## src/rtl/udma_hyper_pkg.sv

```systemverilog
// Shared types and helpers for the HyperBus transaction scheduler.
// rr_pick supports up to RR_MAX_CH requesters; callers zero-extend narrower vectors.
package udma_hyper_pkg;

    typedef enum logic [1:0] {
        IDLE  = 2'd0,
        ISSUE = 2'd1,
        WAIT  = 2'd2,
        EOT   = 2'd3
    } sched_state_e;

    localparam int TO_W_DEFAULT = 16;
    localparam int RR_MAX_CH    = 8;

    // First set bit of req at or after ptr, wrapping at nb_ch; 0 when req is empty.
    function automatic logic [2:0] rr_pick(input logic [RR_MAX_CH-1:0] req,
                                           input logic [2:0]           ptr,
                                           input int                   nb_ch);
        logic [2:0] pick;
        logic       found;
        int         idx;
        pick  = '0;
        found = 1'b0;
        for (int i = 0; i < RR_MAX_CH; i++) begin
            idx = int'(ptr) + i;
            if (idx >= nb_ch) idx = idx - nb_ch;
            if (i < nb_ch && !found && req[idx[2:0]]) begin
                pick  = idx[2:0];
                found = 1'b1;
            end
        end
        return pick;
    endfunction

endpackage

```

## src/rtl/udma_hyper_toggle_sync.sv

```systemverilog
// Brings a toggle-encoded event from another clock domain into clk_i and
// turns each toggle into a single-cycle pulse.
module udma_hyper_toggle_sync (
    input  logic clk_i,
    input  logic rst_ni,
    input  logic tgl_i,
    output logic pulse_o
);

    logic s1, s2, s3;

    always_ff @(posedge clk_i or negedge rst_ni) begin
        if (!rst_ni) begin
            s1 <= 1'b0;
            s2 <= 1'b0;
            s3 <= 1'b0;
        end else begin
            s1 <= tgl_i;
            s2 <= s1;
            s3 <= s2;
        end
    end

    assign pulse_o = s2 ^ s3;

endmodule

```

## src/rtl/udma_hyper_trans_sched.sv

```systemverilog
// Round-robin scheduler sharing one HyperBus PHY between NB_CH uDMA channels.
// trans_valid_o/trans_ready_i: valid rises with the grant and stays high until the ready cycle.
module udma_hyper_trans_sched
    import udma_hyper_pkg::*;
#(
    parameter int  NB_CH = 2,
    parameter int  TO_W  = TO_W_DEFAULT,
    localparam int ID_W  = (NB_CH > 1) ? $clog2(NB_CH) : 1
) (
    input  logic             sys_clk_i,
    input  logic             rst_ni,
    input  logic [NB_CH-1:0] req_i,
    output logic [NB_CH-1:0] ack_o,
    output logic [ID_W-1:0]  gnt_id_o,
    output logic             trans_valid_o,
    input  logic             trans_ready_i,
    input  logic             phy_done_tgl_i,
    input  logic [TO_W-1:0]  timeout_i,
    output logic [NB_CH-1:0] busy_o,
    output logic [NB_CH-1:0] evt_eot_o,
    output logic             err_to_o
);

    localparam logic [NB_CH-1:0] ONE = NB_CH'(1);

    sched_state_e     state;
    logic [ID_W-1:0]  rr_ptr;
    logic [TO_W-1:0]  to_cnt;
    logic             to_en;
    logic             done;
    logic             expire;
    logic [2:0]       win;
    logic [ID_W-1:0]  win_id;
    logic [ID_W-1:0]  nxt_ptr;
    logic [NB_CH-1:0] win_oh;
    logic [NB_CH-1:0] gnt_oh;

    udma_hyper_toggle_sync i_done_sync (
        .clk_i   (sys_clk_i),
        .rst_ni  (rst_ni),
        .tgl_i   (phy_done_tgl_i),
        .pulse_o (done)
    );

    always_comb begin
        win     = rr_pick(RR_MAX_CH'(req_i), 3'(rr_ptr), NB_CH);
        win_id  = win[ID_W-1:0];
        nxt_ptr = (win_id == ID_W'(NB_CH - 1)) ? '0 : win_id + 1'b1;
        win_oh  = ONE << win_id;
        gnt_oh  = ONE << gnt_id_o;
        // A completion in the same cycle as expiry takes precedence.
        expire  = to_en && (to_cnt == TO_W'(1)) && !done;
    end

    always_ff @(posedge sys_clk_i or negedge rst_ni) begin
        if (!rst_ni) begin
            state         <= IDLE;
            rr_ptr        <= '0;
            gnt_id_o      <= '0;
            ack_o         <= '0;
            busy_o        <= '0;
            trans_valid_o <= 1'b0;
            evt_eot_o     <= '0;
            err_to_o      <= 1'b0;
            to_cnt        <= '0;
            to_en         <= 1'b0;
        end else begin
            ack_o     <= '0;
            evt_eot_o <= '0;
            err_to_o  <= 1'b0;
            case (state)
                IDLE: begin
                    if (|req_i) begin
                        gnt_id_o      <= win_id;
                        ack_o         <= win_oh;
                        busy_o        <= busy_o | win_oh;
                        rr_ptr        <= nxt_ptr;
                        trans_valid_o <= 1'b1;
                        state         <= ISSUE;
                    end
                end
                ISSUE: begin
                    if (trans_ready_i) begin
                        trans_valid_o <= 1'b0;
                        to_cnt        <= timeout_i;
                        to_en         <= |timeout_i;
                        state         <= WAIT;
                    end
                end
                WAIT: begin
                    // Done pulses seen in any other state never reach this branch.
                    if (done || expire) begin
                        evt_eot_o <= gnt_oh;
                        busy_o    <= busy_o & ~gnt_oh;
                        err_to_o  <= expire;
                        state     <= EOT;
                    end else begin
                        to_cnt <= to_cnt - 1'b1;
                    end
                end
                EOT: begin
                    state <= IDLE;
                end
                default: begin
                    state <= IDLE;
                end
            endcase
        end
    end

endmodule

```

## config.mk

```make
export PLATFORM = sky130hd
export DESIGN_NAME = udma_hyper_trans_sched
export DESIGN_NICKNAME = d
export VERILOG_FILES = /design/src/rtl/udma_hyper_pkg.sv /design/src/rtl/udma_hyper_toggle_sync.sv /design/src/rtl/udma_hyper_trans_sched.sv
export SDC_FILE = /design/constraint.sdc
export NUM_CORES = 1
export LEC_CHECK = 0
export ABC_AREA = 1
export CAP_MARGIN = 20
export CELL_PAD_IN_SITES_DETAIL_PLACEMENT = 0
export CELL_PAD_IN_SITES_GLOBAL_PLACEMENT = 1
export CORE_ASPECT_RATIO = 0.6
export CORE_MARGIN = 3
export CORE_UTILIZATION = 35
export DETAILED_ROUTE_END_ITERATION = 12
export MAX_ROUTING_LAYER = met4
export PLACE_DENSITY_LB_ADDON = 0.1
export SLEW_MARGIN = 20
export SYNTH_ARGS = -nofsm -noshare
export SYNTH_HDL_FRONTEND = slang
export SYNTH_SLANG_ARGS = --single-unit
```

## constraint.sdc

```tcl
create_clock -name sys_clk_i -period 1.7 [get_ports sys_clk_i]
set_input_delay 0.34 -clock sys_clk_i [delete_from_list [all_inputs] [get_ports sys_clk_i]]
set_output_delay 0.34 -clock sys_clk_i [all_outputs]
set_load 0.02 [all_outputs]
```

==> impl_metrics.json <==
{
  "status": "finished clean",
  "synthesis.nets": 320,
  "die_h_um": 65.4,
  "synth-seq-area-share_pct": 38.9,
  "io_buffers": 30,
  "vias": 1958,
  "grt-ovfl-total": 0,
  "start_util_pct": 38.5,
  "timing.critical_path.buf_inv": 1,
  "dpl_worst_slack_ps": 13.8,
  "hold_class": "reg -> reg",
  "cp_top_family": "buffers and inverters",
  "diodes": 0,
  "viasPerCell": 4.64,
  "yosys.area.top_type": "dfrtp_1",
  "yosys_warnings": 0,
  "crit_slowest_cell": "clkdlybuf4s50_1",
  "placed_area_sq_um": 2560,
  "drc_errors": 0,
  "grt_pass1_wl_um": 8690,
  "clk_latency_ps": 280,
  "max-vdd-ir-drop_mv": 0.602,
  "setup_ws_ps": 84.2,
  "worstPathRequired_ps": 1360,
  "fp-row-count": 20,
  "clock-sinks": 32,
  "arrival_ps": 1280,
  "dpl.cell_count": 411,
  "drtPass1Iterations": 4,
  "fin_crit_ps": 1620,
  "yosys.cell_count.top_type": "nand2_1",
  "hold_buffers": 0,
  "syn-instance-count": 293,
  "ys.flop_type": "dfrtp_1",
  "syn-cell-area_sq_um": 2060,
  "worst-path-max-fanout": 4,
  "rsz0062_at_grt": "true",
  "fmax_mhz": 619,
  "power_mw": 5.05,
  "fin_util_pct": 50.3,
  "fp.dieW_um": 105,
  "maxCapViolCount": 0,
  "dpl.hpwl_um": 4220,
  "grtUsageMet1_pct": 26.7,
  "setup_viol": 0,
  "yosys-top-cells-count": "nand2_1 (107), dfrtp_1 (32), inv_1 (29), nor2_1 (29), nand3_1 (22)",
  "clk_pin_slew_ps": 70,
  "ys_top_cells_by_area": "dfrtp_1 (39%), nand2_1 (19%), nand3_1 (5.3%)",
  "synth_cell_types": 25,
  "syn_to_final_growth_pct": 30.8,
  "fin_skew_ps": 2.67,
  "track_usage_pct": 16.8,
  "use_met2_pct": 21.6,
  "worst_pin_slew_ps": 432,
  "synth_top_cell_area_share_pct": 38.9,
  "power_density_nw_per_um2": 1870,
  "use_met3_pct": 3.53,
  "fin_area_sq_um": 2700,
  "avgRoutedWirePerCell_um": 12.9,
  "die_area_sq_um": 6870,
  "nets": 372,
  "crit_path_max_incr_delay_ps": 620,
  "worstSetupPathType": "reg -> out",
  "cts-root-buf": "clkbuf_8",
  "avgSynthCellArea_sq_um": 7.03,
  "synth_async_sr_flop_share_pct": 100,
  "drv_slew": 0,
  "cts_buffers": 5,
  "crit_path_end_kind": "output pin",
  "drt_wl_total_um": 5440,
  "stdcell_count": 422,
  "cts_buffer_depth": 2,
  "start_kind": "register",
  "hold_viol": 0,
  "finalWeightedCongestion": 0.839,
  "antenna_found_initial": 0,
  "io_pins": 31,
  "ys_ff_latch": 32,
  "drt_iter0_markers": 103,
  "grt_pass1_vias": 1676,
  "core_area_sq_um": 5360,
  "synth-edff-count": 0,
  "timing.final.crit_share_pct": 95.0,
  "htreeDepth": 2,
  "relSlewSlack_pct": 71.2,
  "r2r_slack_ps": 90,
  "p_leak_nw": 1.36,
  "crit_chain": "clkdlybuf4s50_1",
  "antenna_left": 0,
  "grt_max_degree": 33,
  "globalRoute.busiestLayer": "met1",
  "drive_gt1_share_pct": 17.4,
  "cts_tree": "done"
}
## timing repair
action                                  in CTS  in global routing
resized for setup                            0                  3
endpoints found under the setup margin       0                 13
setup buffers                                0                  4
## cell type report
class / instances / area (sq um)
fillers: 580 / 2660
clock buffers: 7 / 96.3
inverters: 30 / 115
flip-flops and latches: 32 / 801
multi-input cells: 225 / 1110
repair buffers: 51 / 473
well taps: 77 / 96.3
## cell usage in the layout, fill, tap and decap left out, types with 3 or more instances in the layout
| master | Yosys | layout |
|---|---|---|
| clkdlybuf4s50_1 | 0 | 29 |
| nor4_1 | 5 | 5 |
| dfrtp_1 | 32 | 32 |
| nand3_1 | 22 | 22 |
| nor2_2 | 3 | 4 |
| nor2_1 | 29 | 28 |
| nand2_1 | 107 | 107 |
| nand4_1 | 5 | 5 |
| buf_4 | 1 | 20 |
| nand2_2 | 13 | 13 |
| or2_2 | 5 | 5 |
| nor2_4 | 4 | 4 |
| inv_1 | 29 | 29 |
| a21oi_1 | 3 | 3 |
| o21ai_0 | 15 | 15 |
| ha_1 | 5 | 5 |
| clkbuf_8 | 0 | 7 |
## per-layer routing
layer  up-vias  part of all wire [%]
li1       1028                     -
met1       875                    55
met2        51                    37
met3         4                   7.3
met4         0                  0.50
met5         -                     0
## path summary, 6_finish.rpt
check | startpoint | end | depth (start not counted)
worst max-delay path | busy_o[0] | busy_o[0] | 1
worst min-delay path | i_done_sync.s1 | i_done_sync.s2 | 0
worst max register to register | to_cnt[0] | to_cnt[6] | 10
worst min register to register | i_done_sync.s1 | i_done_sync.s2 | 0
max in group asynchronous | rst_ni | trans_valid_o | 2
min in group asynchronous | rst_ni | to_cnt[10] | 2
## power by group
part / switching [mW] / internal, mW / total, mW
Clock: 0.271 / 0.360 / 0.632
Sequential: 0.323 / 1.09 / 1.41
Combinational: 1.77 / 1.24 / 3.01
## kinds of logic after synthesis
logic type | synth area share (%)
AND/OR/NAND/NOR | 43.8
buffers and inverters | 7.59
flip-flops | 38.9
AO/OA/AOI/OAI | 6.31
adder cells (fa/ha/maj) | 3.04
XOR/XNOR | 0.425
## per-stage QoR
stage / setup TNS, ps / hold WS [ps]
finish: 0 / 353
global route: -47.0 / 371
CTS: 0 / 355
detailed placement: 0 / 340
global placement: 0 / 335
floorplan: 0 / 44.4
## state kept, by name, summed over array words and instances (netlist names)
register        flops
to_cnt             16
ack_o               2
busy_o              2
evt_eot_o           2
state               2
err_to_o            1
gnt_id_o            1
i_done_sync.s1      1
i_done_sync.s2      1
i_done_sync.s3      1
rr_ptr              1
to_en               1
trans_valid_o       1
Note: power is estimated with default switching activity, not from simulation.
